File: src/rtl/if_id_queue.sv
// if_id_queue: fetch-to-decode buffer for the RV32I core.
// Captures the PC of each issued fetch, pairs it with the instruction word
// that the synchronous instruction memory returns one cycle later, and queues
// the pair for decode behind a valid/ready handshake. fetch_ready is the
// credit back to the fetch stage (pc_en).
// Optional build macro IFQ_MISALIGN_EN: when defined, fetches with
// pc[1:0] != 0 are queued as NOP entries flagged with id_misalign.
module if_id_queue #(
  parameter int          DEPTH     = 4,
  parameter logic [31:0] NOP_INSTR = 32'h00000013
) (
  input  logic                     clk,
  input  logic                     reset,
  input  logic                     fetch_valid,
  input  logic [31:0]              fetch_pc,
  input  logic [31:0]              imem_rdata,
  output logic                     fetch_ready,
  input  logic                     flush,
  output logic                     id_valid,
  input  logic                     id_ready,
  output logic [31:0]              id_pc,
  output logic [31:0]              id_instr,
  output logic                     id_misalign,
  output logic [$clog2(DEPTH):0]   count,
  output logic                     ovf_err
);

  localparam int PW = $clog2(DEPTH);
  localparam int CW = PW + 1;
  localparam logic [CW-1:0] DEPTH_C  = CW'(DEPTH);
  localparam logic [CW:0]   DEPTH_CX = (CW+1)'(DEPTH);

  // In-flight stage: the fetch issued last cycle, waiting for its rdata.
  logic        inflight_v_q, inflight_v_d;
  logic [31:0] inflight_pc_q, inflight_pc_d;
`ifdef IFQ_MISALIGN_EN
  logic        inflight_mis_q, inflight_mis_d;
`endif

  // Queue state.
  logic [PW-1:0] wr_ptr_q, wr_ptr_d;
  logic [PW-1:0] rd_ptr_q, rd_ptr_d;
  logic [CW-1:0] count_q, count_d;
  logic          ovf_q, ovf_d;

  // Entry storage.
  logic [31:0] mem_pc_q    [DEPTH];
  logic [31:0] mem_pc_d    [DEPTH];
  logic [31:0] mem_instr_q [DEPTH];
  logic [31:0] mem_instr_d [DEPTH];
`ifdef IFQ_MISALIGN_EN
  logic        mem_mis_q   [DEPTH];
  logic        mem_mis_d   [DEPTH];
`endif

  // Handshake and bookkeeping terms.
  logic          empty;
  logic          full;
  logic          pop;
  logic          push_req;
  logic          push;
  logic          ovf_set;
  logic [31:0]   push_instr;
  logic [CW:0]   occupancy;

  // Capture the issued fetch; a flush kills whatever is being fetched now.
  always_comb begin
    inflight_v_d  = fetch_valid && !flush;
    inflight_pc_d = fetch_pc;
`ifdef IFQ_MISALIGN_EN
    inflight_mis_d = fetch_valid && (fetch_pc[1:0] != 2'b00);
`endif
  end

  // Push/pop decisions, credit computation and head presentation.
  always_comb begin
    empty    = (count_q == '0);
    full     = (count_q == DEPTH_C);
    id_valid = !empty;
    pop      = id_valid && id_ready;
    push_req = inflight_v_q;
    // A pop in the same cycle frees the slot, so a full queue still accepts.
    push     = push_req && (!full || pop);
    ovf_set  = push_req && full && !pop;

`ifdef IFQ_MISALIGN_EN
    push_instr = inflight_mis_q ? NOP_INSTR : imem_rdata;
`else
    push_instr = imem_rdata;
`endif

    // Credit counts the in-flight fetch as already occupying a slot.
    occupancy   = {1'b0, count_q} + (CW+1)'(inflight_v_q) - (CW+1)'(pop);
    fetch_ready = reset || flush || (occupancy < DEPTH_CX);

    if (id_valid) begin
      id_pc    = mem_pc_q[rd_ptr_q];
      id_instr = mem_instr_q[rd_ptr_q];
    end else begin
      id_pc    = 32'h0;
      id_instr = NOP_INSTR;
    end
`ifdef IFQ_MISALIGN_EN
    id_misalign = id_valid && mem_mis_q[rd_ptr_q];
`else
    id_misalign = 1'b0;
`endif

    count   = count_q;
    ovf_err = ovf_q;
  end

  // Next pointer/count/overflow state; flush empties the queue outright.
  always_comb begin
    wr_ptr_d = wr_ptr_q;
    rd_ptr_d = rd_ptr_q;
    count_d  = count_q;
    ovf_d    = ovf_q;
    if (flush) begin
      wr_ptr_d = '0;
      rd_ptr_d = '0;
      count_d  = '0;
    end else begin
      wr_ptr_d = wr_ptr_q + PW'(push);
      rd_ptr_d = rd_ptr_q + PW'(pop);
      count_d  = count_q + CW'(push) - CW'(pop);
      if (ovf_set) begin
        ovf_d = 1'b1;
      end
    end
  end

  // Write the new entry at the tail.
  always_comb begin
    mem_pc_d    = mem_pc_q;
    mem_instr_d = mem_instr_q;
`ifdef IFQ_MISALIGN_EN
    mem_mis_d   = mem_mis_q;
`endif
    if (push && !flush) begin
      mem_pc_d[wr_ptr_q]    = inflight_pc_q;
      mem_instr_d[wr_ptr_q] = push_instr;
`ifdef IFQ_MISALIGN_EN
      mem_mis_d[wr_ptr_q]   = inflight_mis_q;
`endif
    end
  end

  // State registers with synchronous reset.
  always_ff @(posedge clk) begin
    if (reset) begin
      inflight_v_q  <= 1'b0;
      inflight_pc_q <= 32'h0;
`ifdef IFQ_MISALIGN_EN
      inflight_mis_q <= 1'b0;
`endif
      wr_ptr_q <= '0;
      rd_ptr_q <= '0;
      count_q  <= '0;
      ovf_q    <= 1'b0;
      for (int i = 0; i < DEPTH; i++) begin
        mem_pc_q[i]    <= 32'h0;
        mem_instr_q[i] <= NOP_INSTR;
`ifdef IFQ_MISALIGN_EN
        mem_mis_q[i]   <= 1'b0;
`endif
      end
    end else begin
      inflight_v_q  <= inflight_v_d;
      inflight_pc_q <= inflight_pc_d;
`ifdef IFQ_MISALIGN_EN
      inflight_mis_q <= inflight_mis_d;
`endif
      wr_ptr_q    <= wr_ptr_d;
      rd_ptr_q    <= rd_ptr_d;
      count_q     <= count_d;
      ovf_q       <= ovf_d;
      mem_pc_q    <= mem_pc_d;
      mem_instr_q <= mem_instr_d;
`ifdef IFQ_MISALIGN_EN
      mem_mis_q   <= mem_mis_d;
`endif
    end
  end

endmodule

File: config.mk
export PLATFORM = sky130hd
export DESIGN_NAME = if_id_queue
export DESIGN_NICKNAME = d
export VERILOG_FILES = /design/src/rtl/if_id_queue.sv
export SDC_FILE = /design/constraint.sdc
export NUM_CORES = 1
export LEC_CHECK = 0
export ABC_AREA = 1
export CAP_MARGIN = 20
export CELL_PAD_IN_SITES_DETAIL_PLACEMENT = 1
export CELL_PAD_IN_SITES_GLOBAL_PLACEMENT = 2
export CORE_MARGIN = 8
export CORE_UTILIZATION = 29
export DETAILED_ROUTE_END_ITERATION = 10
export GPL_TIMING_DRIVEN = 0
export HOLD_SLACK_MARGIN = 0.03
export PLACE_DENSITY_LB_ADDON = 0.3
export REMOVE_ABC_BUFFERS = 1
export SETUP_SLACK_MARGIN = 0.5
export SLEW_MARGIN = 30
export SYNTH_ARGS = -nofsm -noshare
export SYNTH_HDL_FRONTEND = slang
export SYNTH_SLANG_ARGS = --single-unit
File: constraint.sdc
create_clock -name clk -period 2.1 [get_ports clk]
set_input_delay 0.42 -clock clk [delete_from_list [all_inputs] [get_ports clk]]
set_output_delay 0.42 -clock clk [all_outputs]
set_load 0.02 [all_outputs]
==> impl_metrics.ini, run 1 <==
[outcome]
status = finished with violations
violations = setup timing

[global_route]
grt_util_met3_pct = 3.584
met2_usage_pct = 36.07
grtUsageMet1_pct = 29.38
grt_max_degree = 126
grt_pass1_vias = 13030
track_usage_pct = 21.83
grt_overflow = 0
grt_pass1_wl_um = 82910
antenna_found_initial = 0
grt-busiest-layer = met2

[die]
coreArea_mm2 = 0.04176
die_area_mm2 = 0.04896
ios = 140
die_h_um = 221.3
start_util_pct = 29.26
row_count = 75
fp.dieW_um = 221.3

[drt]
wire_per_inst_um = 25.84
viasPerCell = 5.306
vias = 13300
dr.pass1.iters = 5
totalWireLength_um = 64770
drc_errors = 0
ant_nets = 0
drt_iter0_markers = 856

[placement]
io_buffers = 138
detailed_place_hpwl_um = 22760
place.gp.congestion = 0.7079

[clock_tree]
clkSlewWorstSetupHoldPaths_ps = 60
cts_tree = yes
numCtsBuffers = 36
clock-root-buffer = clkbuf_16
cts.path.max_buffers = 3
cts_num_sinks = 297
clkLatencyLatePin_ps = 530
h-tree-depth = 2

[sta]
fin_crit_sh_pct = 127.0
drv_slew = 0
slew_headroom_pct = 57.98
setup_ws_ps = -566.6
max_freq_mhz = 375.0
worst_pin_slew_ps = 630.3
fin_skew_ps = 12.76
setup_viol = 325
finalHoldViolCount = 0
rsz0062_at_grt = yes
period_needed_ps = 2667
setup_tns_ps = -82740

[power_and_ir_drop]
irDropWorstVdd_mv = 0.3543
powerDensity_mw_per_mm2 = 643.2
p_total_mw = 13.57
p_leak_nw = 7.726

[setup_path]
criticalPathCategory = reg -> out
crit_end = fetch_ready
start_kind = flop
cp_cell_sequence = inv_4 > nand2_4 > nand2_4 > nor2_4 > inv_2 > ha_4 > nand2_2 > inv_2 > nand4_1 > nand2_1 > nand2_1 > nand2_1 > nand2_1 > nand2_1 > buf_6
worstSetupStartpoint = count[2]
max_stage_delay_ps = 360
r2r_end = mem_instr_q[0]
cp.required_ps = 1680
slowest_stage = dfxtp_2
rr_startpoint = count[1]
reg2reg_depth = 19
regToRegSetupSlack_ps = -440
crit_top_cell = nand2_1
endpoint_kind = primary output
cp_max_fo = 4
crit_arrival_ps = 2250

[synthesis]
synth_top_area_share_pct = 48.66
synth-seq-area-share_pct = 48.66
synth_area_per_cell_um2 = 7.365
syn_area_mm2 = 0.01222
ys_seq_elements = 297
yosys.cell_types.count = 28
yosys_warnings = 0
synth_area_leaders = dfxtp_1, o21ai_0, a21oi_1
netlist_instances = 1659
yosys.area.top_type = dfxtp_1

[finish]
final_layout_size_suffix_gt1_share_pct = 38.36
area_growth_syn_to_layout_pct = 72.67
n_antenna_cell = 0
layout.nets = 2018

[min_path]
hp-class = in -> reg

[job]
cap_viol_max_count = 0
==> layout by cell type, fill, tap and decap left out, types with 3 or more instances in the layout <==
| cell type | instances |
|---|---|
| buf_4 | 80 |
| o21ai_4 | 22 |
| a21oi_2 | 106 |
| nor3_4 | 4 |
| nand2_1 | 29 |
| a21oi_4 | 51 |
| nand2_2 | 3 |
| o21ai_2 | 116 |
| inv_8 | 8 |
| buf_8 | 12 |
| inv_16 | 13 |
| inv_12 | 7 |
| nand2_4 | 8 |
| clkbuf_8 | 11 |
| nor2_4 | 27 |
| o21ai_1 | 74 |
| inv_1 | 161 |
| clkinv_16 | 9 |
| dfxtp_4 | 4 |
| clkinv_2 | 5 |
| buf_12 | 66 |
| clkdlybuf4s50_1 | 70 |
| nand3_1 | 13 |
| nor2_2 | 27 |
| clkbuf_1 | 7 |
| nor2_1 | 248 |
| a21oi_1 | 150 |
| clkbuf_16 | 39 |
| inv_2 | 5 |
| o21ai_0 | 157 |
| dfxtp_1 | 291 |
| buf_16 | 41 |
| buf_6 | 75 |
==> how the worst min path moves through the flow <==
stage / cells past startpoint / end / from
global placement: 2 / mem_instr_q[36] / mem_instr_q[36]
CTS: 3 / inflight_pc_q[15] / fetch_pc[15]
global route: 2 / inflight_pc_q[23] / reset
finish: 2 / inflight_pc_q[23] / reset
floorplan: 2 / mem_instr_q[32] / mem_instr_q[32]
detailed placement: 2 / mem_pc_q[49] / mem_pc_q[49]
==> synth_stat cells <==
cell / number
o21ai_0: 369
a21oi_1: 307
nor2_1: 301
dfxtp_1: 297
inv_1: 167
clkbuf_1: 93
nand2_1: 39
buf_2: 17
nand3_1: 15
buf_6: 12
buf_4: 9
ha_1: 4
inv_4: 4
inv_2: 3
o311ai_0: 3
buf_1: 2
nand4_1: 2
nor3_1: 2
nor3_2: 2
nor3_4: 2
xor2_1: 2
clkinv_1: 1
conb_1: 1
fa_1: 1
nand2_4: 1
nor2_2: 1
o21a_1: 1
xnor2_1: 1
==> metal layers <==
metal	part of all wire [%]	vias up
met5	0	-
met4	3.7	0
met3	4.6	146
met2	47	388
met1	45	6705
li1	-	6064
==> layout make-up <==
cell class                      count  area [um^2]
Fill cell                        4580        20660
Tap cell                          539        674.4
Timing Repair inverter             31        568.0
Sequential cell                   297         5963
Inverter                          175        820.8
Clock buffer                       55         1104
Timing Repair Buffer              349         4872
Clock inverter                      7        85.08
Multi-Input combinational cell   1054         7009
==> kinds of logic after synthesis <==
kind of cell,after synthesis,synth area share [%]
AO/OA/AOI/OAI,680,27.97
adder cells (fa/ha/maj),5,0.5735
XOR/XNOR,3,0.2151
flip-flops,297,48.66
buffers and inverters,308,10.73
other,1,0.03069
AND/OR/NAND/NOR,365,11.82
==> registers in the layout, summed over array words and instances (netlist names) <==
register,cells
inflight_pc_q,32
inflight_v_q,1
rd_ptr_q,2
count,3
mem_pc_q,128
mem_instr_q,128
ovf_err,1
wr_ptr_q,2
==> metrics by stage <==
stage          area (um^2)  setup WS (ps)  hold slack (ps)  utilization [%]  instances
5_1_grt              21100         -682.8            394.8            50.52       2507
4_1_cts              18800         -513.5            399.3            45.01       2438
6_report             21100         -566.6            393.2            50.52       2507
3_3_place_gp         13630          -9395            432.2            32.64       2203
3_5_place_dp         14040          -1173            445.5            33.62       2223
2_1_floorplan        11570          -3292            423.6                -       1526
==> timing repair <==
action | CTS | global route
gates resized for setup | 898 | 407
hold buffers | 0 | 0
cloned | 45 | 18
setup endpoints to repair | 331 | 331
setup buffers | 108 | 51
endpoints found under the hold margin | 0 | 0
pin swaps | 141 | 118
==> critical path, delay by kind of cell, from the launching register on <==
kind	cells	cell delay, ps
buffers and inverters	4	290
AND/OR/NAND/NOR	10	790
flip-flops	1	360
adder cells (fa/ha/maj)	1	270
==> where the power goes <==
group	switching, mW	total [mW]	internal [mW]	leakage [nW]
Combinational	0.750	1.37	0.623	4.73
Clock	2.54	6.39	3.85	0.591
Sequential	0.0851	5.80	5.72	2.41
Note: power is estimated with default switching activity, not from simulation.
==> run 2, diff against run 1 <==
CORE_UTILIZATION = 35   (was 29)
CTS_CLUSTER_SIZE = 10   (was default)
clock period = 3.23 ns   (was 2.1 ns; I/O delays follow)
==> impl_metrics.ini, run 2 (same netlist as run 1, synthesis figures left out) <==
[min_path]
hp-class = reg -> reg

[setup_path]
regToRegSetupSlack_ps = 1050
cp_cell_sequence = buf_16 > buf_16 > clkinv_16 > buf_12 > buf_12 > buf_16 > nor2_1 > o311ai_2 > buf_4
start_kind = flop
cp_max_fo = 7
endpoint_kind = primary output
crit_top_cell = buf_16
max_stage_delay_ps = 360
cp.required_ps = 2580
crit_arrival_ps = 2190
slowest_stage = dfxtp_4
criticalPathCategory = reg -> out

[clock_tree]
cts_tree = yes
cts.path.max_buffers = 3
clkSlewWorstSetupHoldPaths_ps = 60
numCtsBuffers = 36
clock-root-buffer = clkbuf_16
h-tree-depth = 2
cts_num_sinks = 297
clkLatencyLatePin_ps = 520

[sta]
max_freq_mhz = 353.1
fin_crit_sh_pct = 87.68
finalHoldViolCount = 0
setup_tns_ps = 0
slew_headroom_pct = 37.84
fin_hold_ws_ps = 451.8
fin_skew_ps = 19.01
setup_viol = 0
rsz0062_at_grt = yes
worst_pin_slew_ps = 932.3
period_needed_ps = 2832
drv_slew = 0

[placement]
place.gp.congestion = 0.7133
io_buffers = 138
detailed_place_hpwl_um = 21580

[global_route]
grt_pass1_wl_um = 68590
grt_pass1_vias = 11980
antenna_found_initial = 0
track_usage_pct = 20.88
grt_overflow = 0
grt_max_degree = 130

[die]
ios = 140
row_count = 68
die_h_um = 202.8
coreArea_mm2 = 0.03446
start_util_pct = 35.46
die_area_mm2 = 0.04114
fp.dieW_um = 202.8

[drt]
drc_errors = 0
viasPerCell = 5.262
drt_iter0_markers = 702
dr.pass1.iters = 5
wire_per_inst_um = 20.70
totalWireLength_um = 46670
vias = 11870
ant_nets = 0

[power_and_ir_drop]
powerDensity_mw_per_mm2 = 486.6
p_total_mw = 7.991
irDropWorstVdd_mv = 0.3416
p_leak_nw = 6.273

[finish]
final_layout_size_suffix_gt1_share_pct = 17.28
final_common_cell = o21ai_0
reg_top3 = mem_instr_q: 128 flops, mem_pc_q: 128 flops, inflight_pc_q: 32 flops
fin_util_pct = 47.67
fillers = 4123
layout.nets = 1861
n_antenna_cell = 0
layout_common_cells = o21ai_0, nor2_1, dfxtp_1
area_growth_syn_to_layout_pct = 34.43

[job]
cap_viol_max_count = 0

[outcome]
status = finished, final reports clean
## run 2: cell type report
type | instances | area, um^2 | share of cell area [%]
flip-flops and latches | 297 | 5962 | 36.30
multi-input cells | 1054 | 5504 | 33.51
repair buffers | 220 | 2600 | 15.83
clock buffers | 49 | 991.0 | 6.033
inverters | 175 | 733.2 | 4.464
well taps | 455 | 569.3 | 3.466
repair inverters | 3 | 47.55 | 0.2895
clock inverters | 2 | 17.52 | 0.1067
## run 2: per-stage QoR
step	area, um^2	cells	setup slack (ps)
after detailed placement	13860	2136	-529.5
after floorplan	11570	1526	-2388
final	16420	2255	397.8
after CTS	15440	2220	376.7
after global routing	16420	2255	294.2
after global placement	13520	2119	-7988
## run 2: per-layer routing
metal  wire length (um)  GRT usage [%]  vias up
met1              21510          27.28     5811
met3               2309          3.682       79
met4               1303          6.164        0
met5                  0              0        -
met2              21550          34.83      273
li1                   -              -     5702
## run 2: path summary, 6_finish.rpt
path / startpoint / endpoint / cells after the start
setup / recovery: rd_ptr_q[0] / id_instr[0] / 9
hold / removal: mem_instr_q[92] / mem_instr_q[92] / 2
setup reg to reg: inflight_v_q / mem_pc_q[14] / 8
hold reg to reg: mem_instr_q[92] / mem_instr_q[92] / 2
## run 2: repair_timing
| action | 4_1_cts | 5_1_grt |
|---|---|---|
| setup endpoints to repair | 66 | 64 |
| endpoints found under the hold margin | 0 | 0 |
| pin swaps | 23 | 74 |
| gates cloned | 14 | 10 |
| resized for setup | 307 | 238 |
| buffers inserted | 19 | 25 |
| hold buffers | 0 | 0 |
## run 2: worst max-delay path, delay by kind of cell, from the launching register on
kind | cells | cell delay, ps
buffers and inverters | 7 | 900
flip-flops | 1 | 360
AO/OA/AOI/OAI | 1 | 310
AND/OR/NAND/NOR | 1 | 70
## run 2: where the power goes
group          total [mW]  switching, mW  internal (mW)
Sequential           3.76         0.0375           3.72
Combinational       0.580          0.343          0.237
Clock                3.66           1.54           2.12
==> run 3, diff against run 2 <==
CORE_MARGIN = 1   (was 8)
TNS_END_PERCENT = 10   (was default)
==> impl_metrics.ini, run 3 (same netlist as run 1, synthesis figures left out) <==
[finish]
reg_top3 = mem_instr_q: 128 flops, mem_pc_q: 128 flops, inflight_pc_q: 32 flops
final_layout_size_suffix_gt1_share_pct = 8.532
area_growth_syn_to_layout_pct = 25.71
layout.nets = 1822
final_common_cell = o21ai_0
layout_common_cells = o21ai_0, a21oi_1, nor2_1
n_antenna_cell = 0

[placement]
detailed_place_hpwl_um = 20410
place.gp.congestion = 0.7306
io_buffers = 138

[global_route]
grt_overflow = 0
antenna_found_initial = 0
grt_max_degree = 126
track_usage_pct = 22.26
grt_pass1_wl_um = 62690
grt_pass1_vias = 11350

[setup_path]
rr_startpoint = inflight_v_q
r2r_end = mem_instr_q[12]
worstSetupStartpoint = count[0]
cp.required_ps = 2580
regToRegSetupSlack_ps = 880
endpoint_kind = primary output
crit_end = id_pc[28]
cp_max_fo = 35
crit_arrival_ps = 2200
reg2reg_depth = 11
start_kind = flop
criticalPathCategory = reg -> out

[clock_tree]
cts_tree = yes
cts.path.max_buffers = 3
cts_num_sinks = 297
numCtsBuffers = 36
h-tree-depth = 2
clock-root-buffer = clkbuf_16
clkSlewWorstSetupHoldPaths_ps = 60
clkLatencyLatePin_ps = 510
holdBufCountCts = 0

[die]
die_h_um = 188.8
ios = 140
die_area_mm2 = 0.03566
row_count = 68
coreArea_mm2 = 0.03446
fp.dieW_um = 188.8
start_util_pct = 35.46

[sta]
fin_crit_sh_pct = 88.02
period_needed_ps = 2843
slew_headroom_pct = 54.08
max_freq_mhz = 351.8
setup_viol = 0
finalHoldViolCount = 0
fin_skew_ps = 10.59
rsz0062_at_grt = yes
setup_tns_ps = 0
worst_pin_slew_ps = 688.9
drv_slew = 0
fin_hold_ws_ps = 451.9

[drt]
dr.pass1.iters = 5
viasPerCell = 5.167
vias = 11440
wire_per_inst_um = 18.29
ant_nets = 0
drt_iter0_markers = 557
drc_errors = 0
totalWireLength_um = 40480

[power_and_ir_drop]
p_leak_nw = 5.937
powerDensity_mw_per_mm2 = 511.4
irDropWorstVdd_mv = 0.3349

[min_path]
hp-class = reg -> reg

[job]
cap_viol_max_count = 0

[outcome]
status = finished, final reports clean
==> run 3: changes by cell type in the layout (fill, tap and decap cells not counted), moves of 7 or more <==
cell,delta
buf_12,-8
buf_6,-15
buf_4,-48
o21ai_4,-8
a21oi_1,+64
dlygate4sd2_1,+29
a21oi_2,-57
clkdlybuf4s15_2,+16
o21ai_2,-8
clkdlybuf4s15_1,+8
o21ai_1,-39
a21oi_4,-7
o21ai_0,+55
==> run 3: repair_timing <==
action / 4_1_cts / 5_1_grt
gates resized for setup: 157 / 34
pin swaps: 9 / 8
setup buffers: 15 / 3
cloned: 4 / 3
setup endpoints to repair: 66 / 63
==> run 3: worst max-delay path, cell delays in order (launching register included) <==
cell and delay (ps):
dfxtp_4 360, nor2_4 50, nand2_4 70, buf_4 240, clkinv_8 160, buf_12 220
a21oi_1 150, dlygate4sd2_1 410
==> run 3: routing by layer <==
metal	GRT usage [%]	share of wire, %
met1	30.13	47
met2	36.65	46
met3	3.241	4.7
met4	6.359	2.3
met5	0	0
==> run 3: layout make-up <==
type                            count  area (um^2)
Clock buffer                       48        997.2
Timing Repair inverter              1        8.758
Timing Repair Buffer              183         2057
Fill cell                        4175        19100
Multi-Input combinational cell   1054         5041
Sequential cell                   297         5962
Inverter                          175        724.4
Tap cell                          455        569.3
==> run 3: worst min-delay path by stage <==
| stage | start | to | slack [ps] | cells past startpoint |
|---|---|---|---|---|
| finish | mem_instr_q[71] | mem_instr_q[71] | 450 | 2 |
| global placement | mem_instr_q[32] | mem_instr_q[32] | 430 | 2 |
| global route | mem_instr_q[79] | mem_instr_q[79] | 470 | 2 |
| detailed placement | mem_instr_q[33] | mem_instr_q[33] | 440 | 2 |
| CTS | mem_pc_q[60] | mem_pc_q[60] | 450 | 2 |
| floorplan | mem_instr_q[32] | mem_instr_q[32] | 420 | 2 |
==> run 3: through the flow <==
| stage | instance area [um^2] | util, % | power, mW | cells | setup slack [ps] |
|---|---|---|---|---|---|
| 2_1_floorplan | 11570 | - | 4.041 | 1526 | -2388 |
| 3_3_place_gp | 13520 | 39.25 | 4.286 | 2119 | -7773 |
| 3_5_place_dp | 13910 | 40.38 | 4.295 | 2138 | -507.3 |
| 4_1_cts | 15190 | 44.07 | 7.937 | 2205 | 350.7 |
| 5_1_grt | 15360 | 44.58 | 8.148 | 2213 | 252.6 |
| 6_report | 15360 | 44.58 | 7.856 | 2213 | 387.1 |
==> run 3: power breakdown <==
part           internal, mW  switching (mW)  total, mW
Sequential             3.72          0.0379       3.76
Combinational         0.195           0.299      0.494
Clock                  2.12            1.49       3.61
Total                  6.03            1.82       7.86
